<file path="config.mk">
export PLATFORM = sky130hd
export DESIGN_NAME = riscv_base_mul_issue_ctrl
export DESIGN_NICKNAME = d
export VERILOG_FILES = /design/src/rtl/riscv_base_mul_issue_ctrl.sv
export SDC_FILE = /design/constraint.sdc
export NUM_CORES = 1
export LEC_CHECK = 0
export ABC_AREA = 0
export ABC_CLOCK_PERIOD_IN_PS = 5800
export CAP_MARGIN = 20
export CELL_PAD_IN_SITES_DETAIL_PLACEMENT = 1
export CELL_PAD_IN_SITES_GLOBAL_PLACEMENT = 2
export CORE_MARGIN = 2
export CORE_UTILIZATION = 11
export DETAILED_ROUTE_END_ITERATION = 12
export GPL_TIMING_DRIVEN = 0
export MAX_ROUTING_LAYER = met4
export PLACE_DENSITY = 0.95
export SETUP_SLACK_MARGIN = 0.1
export SLEW_MARGIN = 20
export SYNTH_ARGS = -nofsm -noshare
export SYNTH_HDL_FRONTEND = slang
export SYNTH_SLANG_ARGS = --single-unit
</file>
<file path="constraint.sdc">
create_clock -name clk_i -period 5.8 [get_ports clk_i]
set_input_delay 0.87 -clock clk_i [delete_from_list [all_inputs] [get_ports clk_i]]
set_output_delay 0.87 -clock clk_i [all_outputs]
set_load 0.01 [all_outputs]
</file>
<file path="src/rtl/riscv_base_mul_issue_ctrl.sv">
// Issue controller for a shared pipelined multiplier.
// Two requesters are arbitrated round-robin. A tag pipeline that matches the
// multiplier latency tracks in-flight destinations, so that RAW hazards can be
// blocked. The writeback port backpressures the multiplier through mul_hold_o.
module riscv_base_mul_issue_ctrl #(
  // Issue-to-result latency of the attached multiplier (2 or 3)
  parameter int MULT_STAGES = 2
) (
  input  logic        clk_i,
  input  logic        rst_i,

  input  logic        req0_valid_i,
  input  logic [31:0] req0_opcode_i,
  input  logic [4:0]  req0_rd_idx_i,
  input  logic [4:0]  req0_ra_idx_i,
  input  logic [4:0]  req0_rb_idx_i,
  input  logic [31:0] req0_ra_operand_i,
  input  logic [31:0] req0_rb_operand_i,
  output logic        req0_ready_o,

  input  logic        req1_valid_i,
  input  logic [31:0] req1_opcode_i,
  input  logic [4:0]  req1_rd_idx_i,
  input  logic [4:0]  req1_ra_idx_i,
  input  logic [4:0]  req1_rb_idx_i,
  input  logic [31:0] req1_ra_operand_i,
  input  logic [31:0] req1_rb_operand_i,
  output logic        req1_ready_o,

  output logic        mul_opcode_valid_o,
  output logic [31:0] mul_opcode_opcode_o,
  output logic [4:0]  mul_rd_idx_o,
  output logic [4:0]  mul_ra_idx_o,
  output logic [4:0]  mul_rb_idx_o,
  output logic [31:0] mul_ra_operand_o,
  output logic [31:0] mul_rb_operand_o,
  output logic        mul_hold_o,
  input  logic [31:0] mul_result_i,

  output logic        wb_valid_o,
  output logic [31:0] wb_value_o,
  output logic [4:0]  wb_rd_idx_o,
  output logic        wb_src_o,
  input  logic        wb_ready_i,

  output logic        busy_o
);

  localparam int LAST = MULT_STAGES - 1;

  // Tag pipeline: one entry per multiplier stage. The last entry is the writeback slot.
  logic [MULT_STAGES-1:0]      tag_valid_reg;
  logic [MULT_STAGES-1:0][4:0] tag_rd_reg;
  logic [MULT_STAGES-1:0]      tag_src_reg;

  // Round-robin pointer: the requester that was granted most recently
  logic last_grant_reg;

  logic hold;
  logic [MULT_STAGES-1:0] haz0_vec;
  logic [MULT_STAGES-1:0] haz1_vec;
  logic elig0, elig1;
  logic gnt0, gnt1;
  logic issue;

  // MUL/MULH/MULHSU/MULHU only. The divide group (funct3[2]=1) is not for this unit.
  function automatic logic is_mul_op(input logic [31:0] op);
    return (op[6:0] == 7'b0110011) && (op[31:25] == 7'b0000001) && !op[14];
  endfunction

  assign hold       = tag_valid_reg[LAST] & ~wb_ready_i;
  assign mul_hold_o = hold;

  // Per-stage RAW compare. x0 never creates a dependency on either side.
  for (genvar gi = 0; gi < MULT_STAGES; gi++) begin : g_hazard
    assign haz0_vec[gi] = tag_valid_reg[gi] && (tag_rd_reg[gi] != 5'd0) &&
                          (((req0_ra_idx_i != 5'd0) && (req0_ra_idx_i == tag_rd_reg[gi])) ||
                           ((req0_rb_idx_i != 5'd0) && (req0_rb_idx_i == tag_rd_reg[gi])));
    assign haz1_vec[gi] = tag_valid_reg[gi] && (tag_rd_reg[gi] != 5'd0) &&
                          (((req1_ra_idx_i != 5'd0) && (req1_ra_idx_i == tag_rd_reg[gi])) ||
                           ((req1_rb_idx_i != 5'd0) && (req1_rb_idx_i == tag_rd_reg[gi])));
  end

  // No grant while reset is asserted, so every output stays quiet through reset.
  assign elig0 = req0_valid_i & ~(|haz0_vec) & ~hold & ~rst_i;
  assign elig1 = req1_valid_i & ~(|haz1_vec) & ~hold & ~rst_i;

  // On a tie, the requester that was not granted last time wins.
  assign gnt0 = elig0 & (~elig1 | last_grant_reg);
  assign gnt1 = elig1 & (~elig0 | ~last_grant_reg);

  assign req0_ready_o = gnt0;
  assign req1_ready_o = gnt1;

  // Steer the granted request onto the multiplier port. The port is zero when idle.
  always_comb begin
    issue               = 1'b0;
    mul_opcode_opcode_o = 32'd0;
    mul_rd_idx_o        = 5'd0;
    mul_ra_idx_o        = 5'd0;
    mul_rb_idx_o        = 5'd0;
    mul_ra_operand_o    = 32'd0;
    mul_rb_operand_o    = 32'd0;
    if (gnt0) begin
      issue               = is_mul_op(req0_opcode_i);
      mul_opcode_opcode_o = req0_opcode_i;
      mul_rd_idx_o        = req0_rd_idx_i;
      mul_ra_idx_o        = req0_ra_idx_i;
      mul_rb_idx_o        = req0_rb_idx_i;
      mul_ra_operand_o    = req0_ra_operand_i;
      mul_rb_operand_o    = req0_rb_operand_i;
    end else if (gnt1) begin
      issue               = is_mul_op(req1_opcode_i);
      mul_opcode_opcode_o = req1_opcode_i;
      mul_rd_idx_o        = req1_rd_idx_i;
      mul_ra_idx_o        = req1_ra_idx_i;
      mul_rb_idx_o        = req1_rb_idx_i;
      mul_ra_operand_o    = req1_ra_operand_i;
      mul_rb_operand_o    = req1_rb_operand_i;
    end
  end

  assign mul_opcode_valid_o = issue;

  // Remember the last grant. Reset points it at req1, so req0 wins the first tie.
  always_ff @(posedge clk_i) begin
    if (rst_i) begin
      last_grant_reg <= 1'b1;
    end else if (gnt0) begin
      last_grant_reg <= 1'b0;
    end else if (gnt1) begin
      last_grant_reg <= 1'b1;
    end
  end

  // Advance the tag pipeline in lockstep with the multiplier. Freeze it while writeback stalls.
  always_ff @(posedge clk_i) begin
    if (rst_i) begin
      tag_valid_reg <= '0;
      tag_rd_reg    <= '0;
      tag_src_reg   <= '0;
    end else if (!hold) begin
      tag_valid_reg[0] <= issue;
      tag_rd_reg[0]    <= issue ? mul_rd_idx_o : 5'd0;
      tag_src_reg[0]   <= issue & gnt1;
      for (int i = 1; i < MULT_STAGES; i++) begin
        tag_valid_reg[i] <= tag_valid_reg[i-1];
        tag_rd_reg[i]    <= tag_rd_reg[i-1];
        tag_src_reg[i]   <= tag_src_reg[i-1];
      end
    end
  end

  // The multiplier is frozen by hold too, so its result stays stable while the slot waits.
  assign wb_valid_o  = tag_valid_reg[LAST];
  assign wb_rd_idx_o = tag_rd_reg[LAST];
  assign wb_src_o    = tag_src_reg[LAST];
  assign wb_value_o  = mul_result_i;
  assign busy_o      = |tag_valid_reg;

endmodule

</file>
==> results of run 1 <==
-- metal layers --
| metal | vias up | global-route usage | share of wire |
|---|---|---|---|
| met5 | - | - | 0 |
| met4 | 0 | 0.0326 | 0.021 |
| met3 | 18 | 0.0289 | 0.067 |
| met2 | 204 | 0.322 | 0.54 |
| met1 | 2123 | 0.185 | 0.37 |
| li1 | 2087 | - | - |
-- synth_stat cells --
cell type | instances | area, um^2
or2_2 | 7 | 43.8
o21bai_1 | 2 | 15.0
nor4_1 | 6 | 37.5
a211o_1 | 1 | 8.76
or4_1 | 4 | 30.0
buf_4 | 38 | 285
nor2_2 | 1 | 6.26
a21oi_1 | 13 | 65.1
nor2_8 | 1 | 20.0
nand2b_1 | 3 | 18.8
nor2_1 | 9 | 33.8
buf_2 | 26 | 130
a21oi_2 | 1 | 8.76
or4b_1 | 1 | 10.0
nand4_1 | 5 | 31.3
xnor2_1 | 20 | 175
and4b_1 | 1 | 10.0
o21ai_2 | 1 | 8.76
nor3b_1 | 11 | 82.6
nand2_1 | 22 | 82.6
a22o_1 | 106 | 928
nor4b_4 | 1 | 23.8
dfxtp_1 | 15 | 300
buf_6 | 4 | 45.0
nand4b_1 | 2 | 17.5
o32ai_2 | 1 | 16.3
inv_1 | 2 | 7.51
o21ai_1 | 1 | 5.00
nor3_1 | 7 | 35.0
xor2_1 | 20 | 175
nand3_1 | 7 | 35.0
clkbuf_1 | 7 | 26.3
a21o_1 | 1 | 7.51
o21ai_0 | 5 | 25.0
or4_4 | 1 | 11.3
nor4b_1 | 3 | 26.3
-- cell families after synthesis --
logic type / after synthesis / share of synthesized area
compound gates: 132 / 0.390
xor+xnor: 40 / 0.126
buf+inv: 77 / 0.177
flops: 15 / 0.108
simple gates: 92 / 0.199
-- final cells by class --
class                      instances  area share
timing repair buffer             380       0.535
multi-input combinational        264       0.282
buffer                            75      0.0686
tap                              330      0.0581
sequential                        15      0.0422
clock buffer                       4      0.0111
antenna                            5     0.00176
inverter                           2     0.00106
-- stage by stage --
step | TNS, ns | util | hold WS (ns)
final | 0 | 0.284 | 0.454
after global routing | 0 | 0.284 | 0.477
after CTS | 0 | 0.283 | 0.460
after detailed placement | -0.143 | 0.280 | 0.453
after global placement | -0.0986 | 0.280 | 0.448
after floorplan | 0 | - | 0.432
-- critical path: stages --
cell and delay (ns):
clkdlybuf4s50_1 0.53, or4_1 0.54, nor2_1 0.17, nor4_1 0.07, o21bai_1 0.32, nand3_2 0.29
nor2_4 0.28, clkbuf_2 0.33, buf_2 0.31, a22o_1 0.19, clkdlybuf4s50_1 0.60
-- path summary, 6_finish.rpt --
| path | slack (ns) | start | to | cells after the start |
|---|---|---|---|---|
| worst max-delay path | 0.40 | req1_ra_idx_i[2] | mul_ra_operand_o[11] | 11 |
| worst min-delay path | 0.45 | tag_src_reg[1]$_SDFFE_PP0N_ | tag_src_reg[1]$_SDFFE_PP0N_ | 2 |
| worst max register to register | 2.92 | wb_rd_idx_o[0]$_SDFFE_PP0N_ | tag_rd_reg[1]$_SDFFE_PP0N_ | 9 |
| worst min register to register | 0.45 | tag_src_reg[1]$_SDFFE_PP0N_ | tag_src_reg[1]$_SDFFE_PP0N_ | 2 |
-- timing repair --
action	4_1_cts	5_1_grt
endpoints found under the setup margin	17	10
hold endpoints to repair	0	0
pin swaps	0	0
buffers inserted	0	0
resized for setup	1	2
gates cloned	0	0
-- power by group --
part	internal [mW]	total (mW)	switching, mW
Combinational	0.317	0.499	0.182
Sequential	0.104	0.104	0.000415
Clock	0.0928	0.131	0.0384
==> impl_metrics.yaml, run 1 <==
yosys:
  synthesis.area_um2: 2790
  synth_seq_cells: 15
  ys_warn_count: 0
  syn_area_per_cell_um2: 7.83
  syn_nets: 615
  synth.distinct_cells: 36
  seq_area_frac_synth: 0.108
  synth_cells: 356
floorplanning:
  pin_count: 414
  core_um2: 25000
  start_util: 0.111
  die_w_um: 163
  die_y_um: 163
  rows: 58
  dieArea_um2: 26600
cells_and_area:
  final_cell_mix: "clkdlybuf4s50_1 (380), a22o_1 (106), buf_4 (38), buf_2 (26), nand2_1 (22)"
  fillCellCount: 2955
  drive_above_1_share: 0.118
  nets: 1000
  seqCellArea_um2: 300
  final_area_um2: 7110
  multi_input_area_um2: 2000
  area_growth_pct: 155
  final_cells: 1075
  mostFrequentLayoutCell: "clkdlybuf4s50_1"
run_status:
  status: "finished clean"
detailed_routing:
  drt_iter0_markers: 161
  via_per_inst: 4.12
  wl_um: 23600
  ant_nets: 0
  drtPass1Iterations: 4
  drc: 0
  vias: 4432
  avgRoutedWirePerCell_um: 22.0
timing:
  rsz0062_at_grt: "no"
  min_period_ns: 5.40
  setup_ws_ns: 0.403
  setup_viol: 0
  slew-limit-headroom: 0.527
  max_freq_mhz: 185
  tightest_slew_ns: 0.709
  finalHoldViolCount: 0
  drv_slew: 0
  fin_skew_ns: 0.00377
  period_share: 0.931
critical_path:
  end_kind: "primary output"
  critPathLaunchType: "input pin"
  critical_path_class: "in2out"
  required_ns: 4.93
  cp_max_fo: 10
  worstPathArrival_ns: 4.53
global_routing:
  globalRouteOverflowTotal: 0
  grt_first_pass_wirelength_um: 32100
  antenna_found_initial: 8
  grt_use_total: 0.170
  grt_pass1_vias: 4653
  grt_max_degree: 11
placed_design:
  place_congestion: 0.852
  io_buffers: 380
  dpl_cell_area_um2: 7010
  place_inst: 1066
  dpl_worst_slack_ns: -0.0822
  dp_hpwl_um: 21000
cts:
  hold_buffers: 0
  clock-sinks: 15
  htreeDepth: 1
  clock_latency_ns: 0.24
  root_buffer: "clkbuf_16"
  clk_pin_slew_ns: 0.05
  cts_made_buffers: 3
  cts_tree: "done"
  clockBufferDepth: 2
power_and_ir_drop:
  p_leak_nw: 2.73
  ir_worst_vdd_mv: 0.105
  power.density_nw_per_um2: 103
  power.total_mw: 0.734
worst_hold_path:
  hp-class: "reg2reg"
run:
  cap_violations: 0
No activity file was read; power rests on OpenSTA's default activity.
==> inputs of run 2 (changes only) <==
--- a/config.mk
+++ b/config.mk
@@ -8,14 +8,13 @@
 export ABC_AREA = 0
 export ABC_CLOCK_PERIOD_IN_PS = 5800
 export CAP_MARGIN = 20
-export CELL_PAD_IN_SITES_DETAIL_PLACEMENT = 1
-export CELL_PAD_IN_SITES_GLOBAL_PLACEMENT = 2
-export CORE_MARGIN = 2
-export CORE_UTILIZATION = 11
+export CORE_AREA = 2 2 163 165
 export DETAILED_ROUTE_END_ITERATION = 12
+export DIE_AREA = 0 0 165 167
+export DONT_BUFFER_PORTS = 1
 export GPL_TIMING_DRIVEN = 0
 export MAX_ROUTING_LAYER = met4
-export PLACE_DENSITY = 0.95
+export PLACE_DENSITY = 0.34
 export SETUP_SLACK_MARGIN = 0.1
 export SLEW_MARGIN = 20
 export SYNTH_ARGS = -nofsm -noshare
==> run 2 against run 1 <==
  * Wire length shrank 20%
  * Die area rose by 3.4%
  * Utilization decreased by 16 points
  * Clock-buffer cell count is 1 lower
  * Maximum frequency rose by 9.6%
  * Via count is 31% lower
  * Global-route usage fell by 4.2 points
  * Flip-flop and latch count is the same
==> impl_metrics.yaml, run 2 (same netlist as run 1, synthesis figures left out) <==
cts:
  cts_made_buffers: 3
  clk_pin_slew_ns: 0.05
  clockBufferDepth: 2
  cts_tree: "done"
  hold_buffers: 0
  clock-sinks: 15
  clock_latency_ns: 0.25
  root_buffer: "clkbuf_16"
  ctsResizeCount: 0
  post_cts_buffers: 0
  htreeDepth: 1
critical_path:
  crit_path_end: "mul_ra_operand_o[8]"
  r2r_start: "wb_rd_idx_o[0]$_SDFFE_PP0N_"
  rrSetupSlack_ns: 2.82
  worst_r2r_path_depth: 9
  required_ns: 4.93
  startpoint: "wb_ready_i"
  critical_path_class: "in2out"
  critPathLaunchType: "input pin"
  end_kind: "primary output"
  worstPathArrival_ns: 4.05
  r2r-end: "tag_rd_reg[2]$_SDFFE_PP0N_"
  cp_max_fo: 10
global_routing:
  grt_first_pass_wirelength_um: 24000
  globalRouteOverflowTotal: 0
  grt_max_degree: 11
  antenna_found_initial: 3
  grt_use_total: 0.127
  grt_pass1_vias: 2925
timing:
  finalSetupTns_ns: 0
  rsz0062_at_grt: "no"
  slew-limit-headroom: 0.453
  setup_viol: 0
  max_freq_mhz: 203
  period_share: 0.849
  tightest_slew_ns: 0.820
  min_period_ns: 4.92
  holdWs_ns: 0.461
  fin_skew_ns: 0.00680
  drv_slew: 0
  finalHoldViolCount: 0
detailed_routing:
  avgRoutedWirePerCell_um: 27.2
  drt_iter0_markers: 112
  vias: 3047
  drtPass1Iterations: 4
  wl_um: 19000
  drc: 0
  ant_nets: 0
  via_per_inst: 4.37
placed_design:
  place_congestion: 1.02
  place_inst: 691
  io_buffers: 0
  dp_hpwl_um: 16800
floorplanning:
  die_y_um: 167
  rows: 59
  dieArea_um2: 27600
  die_w_um: 165
  pin_count: 414
  core_um2: 25800
  start_util: 0.108
cells_and_area:
  drive_above_1_share: 0.239
  final_cell_mix: "a22o_1 (106), buf_4 (38), buf_2 (26), nand2_1 (22)"
  final_cells: 698
  nets: 620
  area_growth_pct: 18.3
  mostFrequentLayoutCell: "a22o_1"
  fillCellCount: 2960
power_and_ir_drop:
  power.density_nw_per_um2: 134
  ir_worst_vdd_mv: 0.113
  p_leak_nw: 1.28
  power.total_mw: 0.442
worst_hold_path:
  hp-class: "reg2reg"
run_status:
  status: "finished clean"
run:
  cap_violations: 0
==> run 2: layout make-up <==
| class | instances | area, um^2 | area share |
|---|---|---|---|
| inverter | 2 | 7.51 | 0.00228 |
| antenna | 3 | 7.51 | 0.00228 |
| sequential | 15 | 300 | 0.0910 |
| buffer | 75 | 487 | 0.148 |
| multi-input combinational | 264 | 1990 | 0.605 |
| tap | 335 | 419 | 0.127 |
| clock inverter | 1 | 7.51 | 0.00228 |
| clock buffer | 3 | 75.1 | 0.0228 |
==> run 2: where the power goes <==
part           internal, mW  total [mW]  switching [mW]  leakage, nW
Clock                0.0929       0.138          0.0450       0.0371
Sequential            0.104       0.104        0.000378        0.121
Combinational        0.0798       0.200           0.120         1.12
Total                 0.276       0.442           0.165         1.28
==> run 2: stage by stage <==
stage	setup slack [ns]	instance area [um^2]	utilization
global placement	0.834	3210	0.125
global route	0.503	3300	0.128
floorplan	2.07	2790	-
finish	0.877	3300	0.128
detailed placement	0.733	3210	0.125
CTS	0.706	3290	0.128
==> run 2: critical path: stages <==
cell      delay, ns
nand2b_1       0.07
clkbuf_1       0.32
inv_1          0.22
nor3b_1        0.40
nand3_1        0.36
nor2_2         0.52
clkbuf_1       0.67
buf_2          0.34
a22o_1         0.24
==> run 2: layer usage <==
metal | track usage | wire (um) | share of wire
met1 | 0.145 | 7330 | 0.39
met2 | 0.215 | 9370 | 0.49
met3 | 0.0428 | 1830 | 0.096
met4 | 0.0276 | 446 | 0.024
met5 | - | 0 | 0
==> run 2: how the worst min path moves through the flow <==
stage / from / to / depth (start not counted)
2_1_floorplan: tag_src_reg[0]$_SDFFE_PP0N_ / tag_src_reg[0]$_SDFFE_PP0N_ / 2
3_3_place_gp: tag_src_reg[0]$_SDFFE_PP0N_ / tag_src_reg[0]$_SDFFE_PP0N_ / 2
3_5_place_dp: tag_src_reg[0]$_SDFFE_PP0N_ / tag_src_reg[0]$_SDFFE_PP0N_ / 2
4_1_cts: tag_src_reg[0]$_SDFFE_PP0N_ / tag_src_reg[0]$_SDFFE_PP0N_ / 2
5_1_grt: tag_src_reg[0]$_SDFFE_PP0N_ / tag_src_reg[0]$_SDFFE_PP0N_ / 2
6_report: tag_src_reg[0]$_SDFFE_PP0N_ / tag_src_reg[0]$_SDFFE_PP0N_ / 2
==> inputs of run 3 (changes only) <==
--- a/config.mk
+++ b/config.mk
@@ -6,7 +6,7 @@
 export NUM_CORES = 1
 export LEC_CHECK = 0
 export ABC_AREA = 0
-export ABC_CLOCK_PERIOD_IN_PS = 5800
+export ABC_CLOCK_PERIOD_IN_PS = 4600
 export CAP_MARGIN = 20
 export CORE_AREA = 2 2 163 165
 export DETAILED_ROUTE_END_ITERATION = 12
==> constraint.sdc (replaced) <==
create_clock -name clk_i -period 4.6 [get_ports clk_i]
set_input_delay 0.69 -clock clk_i [delete_from_list [all_inputs] [get_ports clk_i]]
set_output_delay 0.69 -clock clk_i [all_outputs]
set_load 0.01 [all_outputs]
==> run 3 against run 2 <==
  * Wire length is 0.17% higher
  * Critical path depth stayed put
  * Non-clock buffer count stayed put
  * Combinational power is 27% higher
  * Global-route usage stayed put
  * Clock-buffer cell count stayed put
  * Cell area is 0.19% higher
  * Sequential power is 26% higher
  * Power is 26% higher
  * Final cell count stayed put
  * Worst hold slack stayed put
  * Clock skew hardly changed
==> impl_metrics.yaml, run 3 (same netlist as run 1, synthesis figures left out) <==
run_status:
  status: "finished clean"
placed_design:
  dp_hpwl_um: 16800
  place_inst: 691
  io_buffers: 0
  dpl_cell_area_um2: 3210
  place_congestion: 1.02
  dpl_worst_slack_ns: -0.107
floorplanning:
  core_um2: 25800
  start_util: 0.108
  pin_count: 414
  die_w_um: 165
  die_y_um: 167
  rows: 59
  dieArea_um2: 27600
cells_and_area:
  seqCellArea_um2: 300
  area_growth_pct: 18.5
  final_cell_mix: "a22o_1 (106), buf_4 (38), buf_2 (26), nand2_1 (22)"
  nets: 620
  fillCellCount: 2959
  mostFrequentLayoutCell: "a22o_1"
  final_cells: 698
  final_area_um2: 3300
  multi_input_area_um2: 2000
  drive_above_1_share: 0.242
detailed_routing:
  ant_nets: 0
  drc: 0
  wl_um: 19000
  via_per_inst: 4.38
  avgRoutedWirePerCell_um: 27.2
  vias: 3057
  drt_iter0_markers: 112
  drtPass1Iterations: 4
cts:
  htreeDepth: 1
  clock-sinks: 15
  hold_buffers: 0
  cts_made_buffers: 3
  cts_tree: "done"
  clock_latency_ns: 0.25
  clk_pin_slew_ns: 0.05
  clockBufferDepth: 2
  root_buffer: "clkbuf_16"
timing:
  setup_viol: 0
  tightest_slew_ns: 0.633
  fin_skew_ns: 0.00681
  max_freq_mhz: 242
  period_share: 0.898
  finalSetupTns_ns: 0
  rsz0062_at_grt: "no"
  slew-limit-headroom: 0.576
  drv_slew: 0
  setup_ws_ns: 0.469
  finalHoldViolCount: 0
  min_period_ns: 4.13
global_routing:
  grt_first_pass_wirelength_um: 24000
  grt_use_total: 0.127
  use_met2: 0.215
  use_met3: 0.0428
  antenna_found_initial: 3
  met1_usage: 0.145
  top_usage_layer: "met2"
  grt_max_degree: 11
  grt_pass1_vias: 2925
  globalRouteOverflowTotal: 0
power_and_ir_drop:
  ir_worst_vdd_mv: 0.143
  p_leak_nw: 1.28
  power.density_nw_per_um2: 169
  power.total_mw: 0.558
critical_path:
  cp_max_fo: 10
  required_ns: 3.91
  critical_path_class: "in2out"
  startpoint: "wb_ready_i"
  critPathLaunchType: "input pin"
  worstPathArrival_ns: 3.44
  end_kind: "primary output"
  r2r_start: "wb_rd_idx_o[0]$_SDFFE_PP0N_"
worst_hold_path:
  worstHoldStart: "tag_src_reg[0]$_SDFFE_PP0N_"
  hp-class: "reg2reg"
run:
  cap_violations: 0
==> run 3: cell counts in the layout (fill, tap and decap cells not counted) <==
Identical to the previous run, type by type.
==> run 3: worst paths after layout <==
check / end / slack (ns) / depth (start not counted)
max: mul_ra_operand_o[8] / 0.47 / 9
min: tag_src_reg[0]$_SDFFE_PP0N_ / 0.46 / 2
max reg2reg: tag_rd_reg[2]$_SDFFE_PP0N_ / 1.62 / 9
min reg2reg: tag_src_reg[0]$_SDFFE_PP0N_ / 0.46 / 2
==> run 3: layout make-up <==
cell class	count	share of cell area
sequential	15	0.0909
antenna	3	0.00227
multi-input combinational	264	0.605
buffer	75	0.148
tap	335	0.127
inverter	2	0.00227
clock buffer	3	0.0227
clock inverter	1	0.00227
==> run 3: critical path, cell delays in order <==
cell	delay, ns
nand2b_1	0.07
clkbuf_1	0.32
inv_1	0.22
nor3b_1	0.40
nand3_1	0.39
nor2_4	0.39
clkbuf_2	0.41
buf_2	0.28
a22o_1	0.24
==> run 3: metal layers <==
metal	vias to the layer above	routed length, um
met5	-	0
li1	1326	-
met1	1492	7340
met4	0	446
met3	17	1840
met2	222	9370
==> run 3: repair_timing <==
| item | 4_1_cts | 5_1_grt |
|---|---|---|
| gates cloned | 0 | 0 |
| gates resized for setup | 1 | 1 |
| setup buffers | 0 | 0 |
| endpoints found under the setup margin | 30 | 30 |
| hold endpoints to repair | 0 | 0 |
==> run 3: through the flow <==
stage	hold WS, ns	utilization
3_3_place_gp	0.451	0.125
4_1_cts	0.464	0.128
2_1_floorplan	0.432	-
5_1_grt	0.494	0.128
6_report	0.461	0.128
3_5_place_dp	0.457	0.125
==> run 3: power by group <==
group | internal (mW) | switching (mW)
Combinational | 0.101 | 0.152
Sequential | 0.131 | 0.000477
Clock | 0.117 | 0.0568
Total | 0.349 | 0.209
